<file path="src/rtl/mfm_pkg.sv">
// Shared constants and types for the MFM byte decoder.
package mfm_pkg;

  // Cell pattern of the A1 sync mark (A1 data with one clock cell missing).
  localparam logic [15:0] SYNC_WORD_DEF = 16'h4489;

  // Data value reported for a sync mark.
  localparam logic [7:0] MARK_BYTE = 8'hA1;

  // Framing state: searching for a sync mark, or slicing aligned bytes.
  typedef enum logic {
    HUNT   = 1'b0,
    LOCKED = 1'b1
  } state_t;

endpackage

</file>
<file path="src/rtl/mfm_clock_check.sv">
// Combinational slicer for one 16-cell window: extracts the data byte,
// flags the sync mark and checks every clock cell against the MFM rule.
module mfm_clock_check
  import mfm_pkg::*;
#(
  parameter logic [15:0] SYNC_WORD = SYNC_WORD_DEF
) (
  input  logic [15:0] w,
  input  logic        prev_d,
  output logic [7:0]  data,
  output logic        is_sync,
  output logic        clk_bad
);

  logic [7:0] clks;
  logic [7:0] dprev;
  logic [7:0] exp_clk;

  // Split the window into interleaved clock/data cells (odd = clock, even = data).
  always_comb begin
    data = 8'h00;
    clks = 8'h00;
    for (int i = 0; i < 8; i++) begin
      data[i] = w[2*i];
      clks[i] = w[2*i+1];
    end
  end

  // Each clock cell is 1 only when both neighbouring data bits are 0; bit 7
  // borrows its left neighbour from the last data bit of the previous byte.
  assign dprev   = {prev_d, data[7:1]};
  assign exp_clk = ~(dprev | data);
  assign is_sync = (w == SYNC_WORD);

  // The sync mark breaks the clock rule on purpose, so it is never flagged.
  assign clk_bad = ~is_sync & (|(clks ^ exp_clk));

endmodule

</file>
<file path="src/rtl/mfm_decoder.sv">
// MFM cell-stream decoder: hunts for the A1 sync mark, then frames aligned
// 16-cell windows into bytes and flags clock-rule violations per byte.
module mfm_decoder
  import mfm_pkg::*;
#(
  parameter logic [15:0] SYNC_WORD = SYNC_WORD_DEF,
  parameter int          MAX_ERRS  = 4
) (
  input  logic       clk,
  input  logic       reset,
  input  logic       cell_en,
  input  logic       si,
  input  logic       hunt,
  output logic [7:0] byte_out,
  output logic       byte_valid,
  output logic       byte_mark,
  output logic       clk_err,
  output logic       locked
);

  localparam int EW = $clog2(MAX_ERRS + 1);

  state_t        state;
  state_t        state_nx;
  logic [15:0]   w;
  logic [15:0]   w_nx;
  logic [3:0]    cnt;
  logic [EW-1:0] errs;
  logic          errs_full;
  logic          prev_d;
  logic          vld_p0;

  logic [7:0]    data;
  logic          is_sync;
  logic          clk_bad;

  assign w_nx      = {w[14:0], si};
  assign errs_full = (errs == EW'(MAX_ERRS));
  assign locked    = (state == LOCKED);

  mfm_clock_check #(
    .SYNC_WORD (SYNC_WORD)
  ) u_chk (
    .w       (w),
    .prev_d  (prev_d),
    .data    (data),
    .is_sync (is_sync),
    .clk_bad (clk_bad)
  );

  // State register.
  always_ff @(posedge clk or posedge reset) begin
    if (reset) begin
      state <= HUNT;
    end else begin
      state <= state_nx;
    end
  end

  // Next state: lock on an emitted sync mark, fall back on request or when
  // the error budget is used up (one clock after the byte that used it up).
  always_comb begin
    state_nx = state;
    case (state)
      HUNT: begin
        if (!hunt && vld_p0) state_nx = LOCKED;
      end
      LOCKED: begin
        if (hunt || errs_full) state_nx = HUNT;
      end
      default: state_nx = HUNT;
    endcase
  end

  // Stage p0: shift cells in, count them and flag a completed window.
  // Stage p1: the flagged window is decoded and emitted as a byte.
  always_ff @(posedge clk or posedge reset) begin
    if (reset) begin
      w          <= 16'h0000;
      cnt        <= 4'd0;
      errs       <= '0;
      prev_d     <= 1'b0;
      vld_p0     <= 1'b0;
      byte_out   <= 8'h00;
      byte_valid <= 1'b0;
      byte_mark  <= 1'b0;
      clk_err    <= 1'b0;
    end else begin
      byte_valid <= 1'b0;
      byte_mark  <= 1'b0;
      clk_err    <= 1'b0;
      vld_p0     <= 1'b0;
      if (cell_en) w <= w_nx;
      if (hunt) begin
        cnt <= 4'd0;
      end else if (vld_p0) begin
        byte_valid <= 1'b1;
        prev_d     <= w[0];
        if (state == HUNT) begin
          byte_out  <= MARK_BYTE;
          byte_mark <= 1'b1;
          errs      <= '0;
          cnt       <= 4'd0;
        end else begin
          byte_out  <= data;
          byte_mark <= is_sync;
          clk_err   <= clk_bad;
          if (clk_bad && !errs_full) errs <= errs + EW'(1);
        end
      end else if (state == LOCKED && errs_full) begin
        cnt <= 4'd0;
      end else if (cell_en) begin
        if (state == LOCKED) begin
          cnt    <= cnt + 4'd1;
          vld_p0 <= (cnt == 4'd15);
        end else begin
          vld_p0 <= (w_nx == SYNC_WORD);
        end
      end
    end
  end

endmodule

</file>
<file path="config.mk">
export PLATFORM = sky130hd
export DESIGN_NAME = mfm_decoder
export DESIGN_NICKNAME = d
export VERILOG_FILES = /design/src/rtl/mfm_pkg.sv /design/src/rtl/mfm_clock_check.sv /design/src/rtl/mfm_decoder.sv
export SDC_FILE = /design/constraint.sdc
export NUM_CORES = 1
export LEC_CHECK = 0
export ABC_AREA = 1
export BUFFER_PORTS_ARGS = -buffer_cell sky130_fd_sc_hd__buf_2
export CORE_ASPECT_RATIO = 1.75
export CORE_MARGIN = 10
export CORE_UTILIZATION = 30
export CTS_CLUSTER_DIAMETER = 200
export DETAILED_ROUTE_END_ITERATION = 10
export PLACE_DENSITY_LB_ADDON = 0.3
export SLEW_MARGIN = 10
export SYNTH_ARGS = -nofsm -noshare
export SYNTH_HDL_FRONTEND = slang
export SYNTH_SLANG_ARGS = --single-unit
</file>
<file path="constraint.sdc">
create_clock -name clk -period 1.55 [get_ports clk]
set_clock_uncertainty 0.05 [all_clocks]
set_input_delay 0.31 -clock clk [delete_from_list [all_inputs] [get_ports clk]]
set_output_delay 0.31 -clock clk [all_outputs]
set_load 0.05 [all_outputs]
</file>
==> flow_metrics.tcl, run 1 <==
set metrics [dict create \
    grt_pass1_vias 1554 \
    cp-end-kind "output port" \
    wl_per_cell_um 12.6 \
    grt_pass1_wl_mm 7.03 \
    worstSetupStartpointType "register" \
    clk_latency_ns 0.29 \
    worstSetupStartpoint "locked" \
    reg2reg_depth 9 \
    tns_ns 0 \
    grt_overflow 0 \
    crit_required_ns 1.19 \
    yosys.area.top_type "dfrtp_1" \
    rows 37 \
    dieArea_um2 9480 \
    tightestPinTransition_ns 0.285 \
    cts_root_buf "clkbuf_8" \
    routed_via_density 4.50 \
    final_core_util 0.360 \
    min_path_type "in -> reg" \
    min_from "hunt" \
    nNetsFinal 251 \
    status "finished clean" \
    cts_tree "done" \
    period_minus_slack_ns 1.46 \
    max_freq_mhz 685 \
    synthTopCellsByCount "nand2_1 (50), dfrtp_1 (37), o21ai_0 (28)" \
    drtPass1Iterations 4 \
    grt_max_degree 30 \
    routed_wl_mm 4.07 \
    cts-buffers-inserted 5 \
    arrival_ns 1.10 \
    min_to "byte_valid" \
    yosysTopAreaCellShare 0.524 \
    antennaDiodeCount 0 \
    r2r_start "errs[1]" \
    initial_core_util 0.306 \
    core-area_um2 5790 \
    crit_type "reg -> out" \
    dp_hpwl_mm 3.18 \
    drc 0 \
    seqCellArea_um2 927 \
    vdd_drop_max_mv 0.317 \
    synth_edf_count 0 \
    htreeDepth 2 \
    power_density_nw_per_um2 1000 \
    synthArstFlopShare 1.00 \
    area_growth_pct 17.8 \
    clock_tree.buffer_depth 2 \
    yosysSeqAreaShare 0.524 \
    crit_family "flip-flops" \
    max_stage_delay_ns 0.49 \
    gp_congestion 0.827 \
    die_width_um 78.0 \
    antenna_found_initial 0 \
    drive_gt1_frac 0.213 \
    die-height_um 122 \
    synth.area.top_cells "dfrtp_1 (52%), nand2_1 (11%), o21ai_0 (7.9%)" \
    vias 1450 \
    yosysWarnings 0 \
    synthCells 217 \
    yosysMostFrequentCell "nand2_1" \
    critical_path_buf_inv_count 1 \
    synth_seq_cells 37 \
    cap_violations 0 \
    fill_cells 640 \
    hold_viol 0 \
    io_pins 17 \
    drv_slew 0 \
    synth_nets 225 \
    syn_area_um2 1770 \
    ys.flop_type "dfrtp_1" \
    r2r-end "cnt[3]" \
    critical_path.slowest_cell "dfrtp_2" \
    drt_iter0_drc 91 \
    setup_viol 0 \
    cp_max_fo 9 \
    finalCritPeriodShare 0.941 \
    p_leak_nw 1.03 \
    grt_util_all_layers 0.0937 \
    synth_cell_types 20 \
    reg2reg_slack_ns 0.16 \
    max_slew_margin 0.808 \
    clk_pin_slew_worst_paths_ns 0.07 \
    clkSinkCount 37 \
    multi_input_area_um2 712 \
    path_cells "buf_2" \
    hold_depth 2 \
    numPortBuffers 16 \
    syn_area_per_cell_um2 8.15 \
    ant_nets 0 \
]
## routing by layer
| layer | up-vias | share of wire | track usage |
|---|---|---|---|
| li1 | 742 | - | - |
| met1 | 683 | 0.39 | 0.0854 |
| met2 | 17 | 0.55 | 0.176 |
| met3 | 8 | 0.026 | 0.0243 |
| met4 | 0 | 0.036 | 0.0642 |
| met5 | - | 0 | 0 |
## flip-flops by register name (all words and copies together), names as in the netlist, 3 cells and up
| register | flops |
|---|---|
| errs | 3 |
| cnt | 4 |
| w | 16 |
| byte_out | 8 |
## where the power goes
| group | switching [mW] | internal, mW |
|---|---|---|
| registers | 0.0800 | 1.03 |
| clock network | 0.342 | 0.311 |
| logic | 0.209 | 0.104 |
## layout make-up
class | count | area share
Clock inverter | 2 | 0.00481
Inverter | 32 | 0.0577
Multi-Input combinational cell | 143 | 0.342
Tap cell | 78 | 0.0469
Sequential cell | 37 | 0.445
Clock buffer | 6 | 0.0349
Timing Repair Buffer | 24 | 0.0685
## timing repair
action                                  CTS  global route
endpoints found under the setup margin    0             2
hold buffers                              1             0
resized for setup                         0             3
buffers inserted                          0             2
hold endpoints to repair                  7             0
## kinds of logic (layout without fill, tap and decap cells)
| logic type | Yosys count | count (layout) | share of synthesized area |
|---|---|---|---|
| XOR/XNOR | 1 | 1 | 0.00495 |
| AND/OR/NAND/NOR | 98 | 98 | 0.253 |
| buffers and inverters | 37 | 64 | 0.0807 |
| adder cells (fa/ha/maj) | 3 | 3 | 0.0212 |
| flip-flops | 37 | 37 | 0.524 |
| AO/OA/AOI/OAI | 41 | 41 | 0.116 |
## worst max-delay path by stage
| stage | depth (start not counted) | end |
|---|---|---|
| global placement | 9 | cnt[3] |
| CTS | 9 | cnt[3] |
| detailed placement | 9 | cnt[3] |
| global route | 9 | cnt[3] |
| finish | 1 | locked |
| floorplan | 8 | cnt[3] |
## layout by cell type (no fill, tap or decap), types with 2 or more instances in the layout
cell type / netlist / layout
nand2_1: 50 / 49
nor3_1: 3 / 3
nand3_1: 15 / 13
buf_2: 0 / 16
nand2_2: 5 / 6
dfrtp_1: 37 / 36
ha_1: 3 / 3
buf_4: 1 / 7
nand3_2: 0 / 2
nor2_1: 13 / 13
inv_2: 7 / 7
o21ai_1: 5 / 5
clkinv_2: 0 / 2
nand2_4: 2 / 2
a21oi_1: 8 / 8
nand4_1: 5 / 5
clkbuf_8: 0 / 5
inv_1: 25 / 25
o21ai_0: 28 / 28
nor2_2: 3 / 3
## through the flow
step           hold slack, ns  instance area, µm²  total power [mW]  setup slack [ns]  instances
4_1_cts                 0.182                2050              2.12            0.0469        320
5_1_grt                 0.181                2080              2.22           -0.0192        322
2_1_floorplan           0.344                1770              1.35            0.0823        217
6_report                0.190                2080              2.08            0.0908        322
3_5_place_dp            0.321                1960              1.45            0.0641        311
3_3_place_gp            0.310                1960              1.45            0.0811        311
No activity file was read; power rests on OpenSTA's default activity.
==> inputs of run 2 (changes only) <==
--- a/config.mk
+++ b/config.mk
@@ -10,3 +10,3 @@
 export CORE_ASPECT_RATIO = 1.75
-export CORE_MARGIN = 10
+export CORE_MARGIN = 2
 export CORE_UTILIZATION = 30
==> constraint.sdc (replaced) <==
create_clock -name clk -period 1.55 [get_ports clk]
set_clock_uncertainty 0.05 [all_clocks]
set_input_delay 0.0775 -clock clk [delete_from_list [all_inputs] [get_ports clk]]
set_output_delay 0.0775 -clock clk [all_outputs]
set_load 0.05 [all_outputs]
==> run 2 against run 1 <==
  * Setup slack improved by 0.019 ns
  * Routed wire length about the same
  * Fmax increased by 1.3%
  * Sequential share of layout area decreased by 1.5 points
  * Largest cell class unchanged
  * Highest routed layer unchanged
==> flow_metrics.tcl, run 2 (synthesis gave the netlist of run 1 again) <==
set metrics [dict create \
    min_to "vld_p0" \
    crit_type "reg -> reg" \
    grt_overflow 0 \
    reg2reg_slack_ns 0.11 \
    clk_pin_slew_worst_paths_ns 0.07 \
    antenna_found_initial 0 \
    post-place-ws_ns 0.117 \
    hold_depth 3 \
    setup_viol 0 \
    gp_congestion 0.849 \
    numPortBuffers 16 \
    worst_slack_ns 0.110 \
    die_width_um 62.0 \
    htreeDepth 2 \
    routed_via_density 4.55 \
    tns_ns 0 \
    final_core_util 0.373 \
    pwr-share-clk 0.324 \
    max_slew_margin 0.706 \
    rows 37 \
    worst_hold_slack_ns 0.0922 \
    max_freq_mhz 694 \
    cp-end-kind "register" \
    final_area_um2 2160 \
    multi_input_area_um2 714 \
    finalCritPeriodShare 0.929 \
    min_path_type "in -> reg" \
    grt_pass1_vias 1441 \
    power_mw 2.15 \
    hold_viol 0 \
    comb_power_share 0.156 \
    reg2reg_depth 10 \
    grt_util_all_layers 0.148 \
    r2r_start "w[14]" \
    drtPass1Iterations 4 \
    period_minus_slack_ns 1.44 \
    die-height_um 106 \
    area_growth_pct 21.9 \
    clkSinkCount 37 \
    dp_hpwl_mm 3.06 \
    cts_root_buf "clkbuf_8" \
    grt_setup_unrepaired "no" \
    nNetsFinal 257 \
    clk_latency_ns 0.30 \
    place_area_um2 1980 \
    r2r-end "errs[1]" \
    largest_reg_flops 16 \
    finalNonFillerCells 328 \
    grt_pass1_wl_mm 7.04 \
    drc 0 \
    arrival_ns 1.58 \
    fill_cells 614 \
    swShare 0.295 \
    p_seq_frac 0.520 \
    drv_slew 0 \
    status "finished clean" \
    routed_wl_mm 4.07 \
    power_density_nw_per_um2 998 \
    wl_per_cell_um 12.4 \
    vias 1491 \
    cts_tree "done" \
    internal-power_mw 1.52 \
    regMostFlops "w" \
    reg_top3 "w: 16 flops, byte_out: 8 flops, cnt: 4 flops" \
    mostFrequentLayoutCell "nand2_1" \
    tightestPinTransition_ns 0.440 \
    dp_cells 312 \
    vdd_drop_max_mv 0.374 \
    io_pins 17 \
    ant_nets 0 \
    dieArea_um2 6550 \
    crit_required_ns 1.69 \
    clock_tree.buffer_depth 2 \
    seqCellArea_um2 928 \
    core-area_um2 5790 \
    antennaDiodeCount 0 \
    drt_iter0_drc 78 \
    drive_gt1_frac 0.228 \
    p_switching_uw 635 \
    initial_core_util 0.306 \
    p_leak_nw 1.07 \
    cts-buffers-inserted 5 \
    min_from "cell_en" \
    layout_common_cells "nand2_1 (49), dfrtp_1 (35), o21ai_0 (27)" \
    grt_max_degree 21 \
    worstSetupStartpointType "register" \
    cp_max_fo 7 \
    cap_violations 0 \
]
## run 2: critical path, stage by stage (launching register included)
cell	delay (ns)
dfrtp_1	0.47
nor2_2	0.15
nand2_1	0.06
nand2_1	0.08
nand2_1	0.05
nor2_1	0.08
nand2_1	0.07
nand2_2	0.08
nand2_4	0.07
nand3_1	0.11
nand2_1	0.06
## run 2: final cells by class
class | count | share of cell area
Multi-Input combinational cell | 143 | 0.331
Timing Repair Buffer | 30 | 0.0952
Tap cell | 78 | 0.0453
Inverter | 32 | 0.0557
Clock buffer | 8 | 0.0418
Sequential cell | 37 | 0.431
## run 2: worst max-delay path by stage
stage / endpoint / cells after the start / start
6_report: errs[1] / 10 / w[14]
5_1_grt: errs[2] / 10 / w[14]
4_1_cts: cnt[3] / 9 / errs[0]
3_5_place_dp: cnt[3] / 9 / errs[0]
3_3_place_gp: cnt[3] / 9 / errs[0]
2_1_floorplan: cnt[3] / 8 / locked
## run 2: timing repair
item | 4_1_cts | 5_1_grt
gates resized for setup | 0 | 6
setup buffers | 0 | 5
setup endpoints to repair | 0 | 4
endpoints found under the hold margin | 10 | 0
hold buffers | 3 | 0
## run 2: power by group through the flow
stage	clock network (mW)	registers (mW)	logic (mW)
after floorplan	0	1.13	0.225
after global placement	0	1.13	0.318
after detailed placement	0	1.13	0.322
after CTS	0.731	1.12	0.328
after global routing	0.772	1.13	0.390
final	0.698	1.12	0.335
## run 2: routing by layer
layer,vias up,GRT usage,wire length [µm]
met5,-,0,0
met4,0,0.0775,142
met3,7,0.0294,87
met2,19,0.250,2310
met1,710,0.163,1530
li1,755,-,-
==> inputs of run 3 (changes only) <==
Settings changed: ABC_AREA 1 to unset.
==> run 3 against run 2 <==
  * The run now ends with negative setup slack left
  * Clock power is 10% lower
  * Largest power group unchanged
  * Highest routed layer unchanged
  * Via count is 2.0% higher
  * Non-clock buffer count is 33 higher
  * Combinational power grew to 2.6 times the previous value
  * Flip-flop and latch count stayed put
  * Area after synthesis is 0.78% lower
  * Final area is 13% higher
==> flow_metrics.tcl, run 3 <==
set metrics [dict create \
    status "finished with violations" \
    violations "negative setup slack" \
    internal-power_mw 1.93 \
    drt_iter0_drc 48 \
    clk_latency_ns 0.29 \
    gp_congestion 0.878 \
    yosysTopAreaCellShare 0.528 \
    final_core_util 0.432 \
    reg_top3 "w: 16 flops, byte_out: 8 flops, cnt: 4 flops" \
    max_stage_delay_ns 0.58 \
    max_slew_margin 0.687 \
    cts_tree "done" \
    critical_path.slowest_cell "or4_4" \
    dieArea_um2 6500 \
    drv_slew 0 \
    layout_common_cells "buf_4 (44), dfrtp_1 (36), nand2_1 (18)" \
    drive_gt1_frac 0.427 \
    grt_max_degree 38 \
    largest_reg_flops 16 \
    p_leak_nw 1.15 \
    worst_hold_slack_ns 0.130 \
    drc 0 \
    cts_root_buf "clkbuf_8" \
    tns_ns -1.60 \
    yosysWarnings 0 \
    grt_overflow 0 \
    synth_edf_count 0 \
    clock_tree.buffer_depth 2 \
    arrival_ns 2.02 \
    die_width_um 61.8 \
    period_minus_slack_ns 1.90 \
    antenna_found_initial 0 \
    regMostFlops "w" \
    setup_viol 6 \
    swShare 0.309 \
    cp_max_fo 7 \
    p_switching_uw 864 \
    synthTopCellsByCount "dfrtp_1 (37), nand2_1 (19), o21ai_0 (15)" \
    syn_area_per_cell_um2 10.3 \
    max_freq_mhz 527 \
    htreeDepth 2 \
    synth_nets 179 \
    tightestPinTransition_ns 0.470 \
    grt_pass1_wl_mm 7.42 \
    hold_viol 0 \
    synth_xor_area_frac 0 \
    numPortBuffers 16 \
    grt_setup_unrepaired "yes" \
    synthArstFlopShare 1.00 \
    wl_per_cell_um 13.9 \
    yosysSeqAreaShare 0.528 \
    synth_seq_cells 37 \
    crit_family "simple AND/OR/NAND/NOR gates" \
    synth-compound-area-share 0.133 \
    clkSinkCount 37 \
    ant_nets 0 \
    power_density_nw_per_um2 1150 \
    drtPass1Iterations 4 \
    cts-buffers-inserted 5 \
    io_pins 17 \
    syn_area_um2 1750 \
    vias 1521 \
    grt_util_all_layers 0.152 \
    worstSetupStartpointType "register" \
    place_area_um2 2220 \
    synth.area.top_cells "dfrtp_1 (53%), mux2_2 (8.3%), o21ai_0 (4.3%)" \
    yosys.area.top_type "dfrtp_1" \
    finalCritPeriodShare 1.22 \
    synthAdderAreaFrac 0.0214 \
    cap_violations 0 \
    vdd_drop_max_mv 0.355 \
    die-height_um 105 \
    mostFrequentLayoutCell "buf_4" \
    clk_pin_slew_worst_paths_ns 0.07 \
    cp-end-kind "register" \
    core-area_um2 5630 \
    worst_slack_ns -0.346 \
    initial_core_util 0.312 \
    path_cells "o21ai_1 > nand4_1 > or4_4 > and3_1 > a311o_1" \
    synthCells 171 \
    synth_top_family_by_area "simple AND/OR/NAND/NOR gates" \
    dp_hpwl_mm 3.21 \
    yosysMostFrequentCell "dfrtp_1" \
    nNetsFinal 242 \
    pwr-share-clk 0.225 \
    comb_power_share 0.310 \
    synth_cell_types 36 \
    rows 36 \
    final_area_um2 2430 \
    ys.flop_type "dfrtp_1" \
    min_path_type "in -> reg" \
    p_seq_frac 0.465 \
    antennaDiodeCount 0 \
    area_growth_pct 38.7 \
    synthMuxAreaShare 0.0835 \
    routed_wl_mm 4.30 \
    crit_required_ns 1.67 \
    yosys.area_share.simple 0.201 \
    critical_path_buf_inv_count 0 \
    routed_via_density 4.91 \
    grt_pass1_vias 1551 \
    crit_type "reg -> reg" \
]
-- run 3: changes by cell type after synthesis, moves of 5 or more --
cell,delta
inv_1,-18
inv_2,-7
mux2_2,+13
nand2_1,-31
nand2_2,-5
nand3_1,-5
nor2_1,-7
o21ai_0,-13
o21ai_1,-5
or3_1,+8
-- run 3: cell families (layout without fill, tap and decap cells) --
kind of cell | after synthesis | in the layout
buf+inv | 15 | 78
flops | 37 | 37
compound gates | 37 | 37
fa+ha+maj | 3 | 3
mux | 13 | 13
simple gates | 66 | 66
-- run 3: power groups by stage --
stage	Combinational (mW)	Clock (mW)	Sequential, mW
2_1_floorplan	0.350	0	1.29
3_3_place_gp	0.822	0	1.30
3_5_place_dp	0.820	0	1.32
4_1_cts	0.845	0.661	1.30
5_1_grt	0.968	0.693	1.33
6_report	0.867	0.628	1.30
-- run 3: cell type report --
class / instances / area [µm²]
Clock buffer: 6 / 72.6
Clock inverter: 1 / 5.00
Fill cell: 568 / 3200
Inverter: 8 / 33.8
Multi-Input combinational cell: 119 / 858
Sequential cell: 37 / 927
Tap cell: 76 / 95.1
Timing Repair Buffer: 63 / 440
-- run 3: layer usage --
| layer | vias up | wire length [µm] | GRT usage |
|---|---|---|---|
| met5 | - | 0 | 0 |
| met4 | 0 | 92 | 0.0638 |
| met3 | 5 | 87 | 0.0223 |
| met2 | 22 | 2480 | 0.277 |
| met1 | 740 | 1630 | 0.162 |
| li1 | 754 | - | - |
-- run 3: what timing repair did --
item	in CTS	in global routing
buffers inserted	1	4
hold endpoints to repair	39	0
resized for setup	8	14
pin swaps	5	9
endpoints found under the setup margin	10	10
hold buffers	3	0
-- run 3: final timing paths --
kind                        startpoint           to  slack [ns]  cells past startpoint
max                              w[10]      errs[1]       -0.35                      5
max in group asynchronous        reset       locked        0.71                      4
min in group asynchronous        reset    byte_mark        0.37                      4
min                            cell_en       cnt[0]        0.13                      4
min reg2reg                byte_out[6]  byte_out[6]        0.41                      2
max reg2reg                      w[10]      errs[1]       -0.35                      5
-- run 3: worst min-delay path, stage by stage --
cell	delay [ns]
buf_2	0.16
a21boi_2	0.08
nand2_1	0.06
o21ai_1	0.05
-- run 3: through the flow --
step                power [mW]  setup slack [ns]  cells
floorplan                 1.64            -0.280    171
global placement          2.13            -0.393    295
detailed placement        2.13            -0.409    295
CTS                       2.80            -0.347    306
global route              2.99            -0.427    310
finish                    2.80            -0.346    310
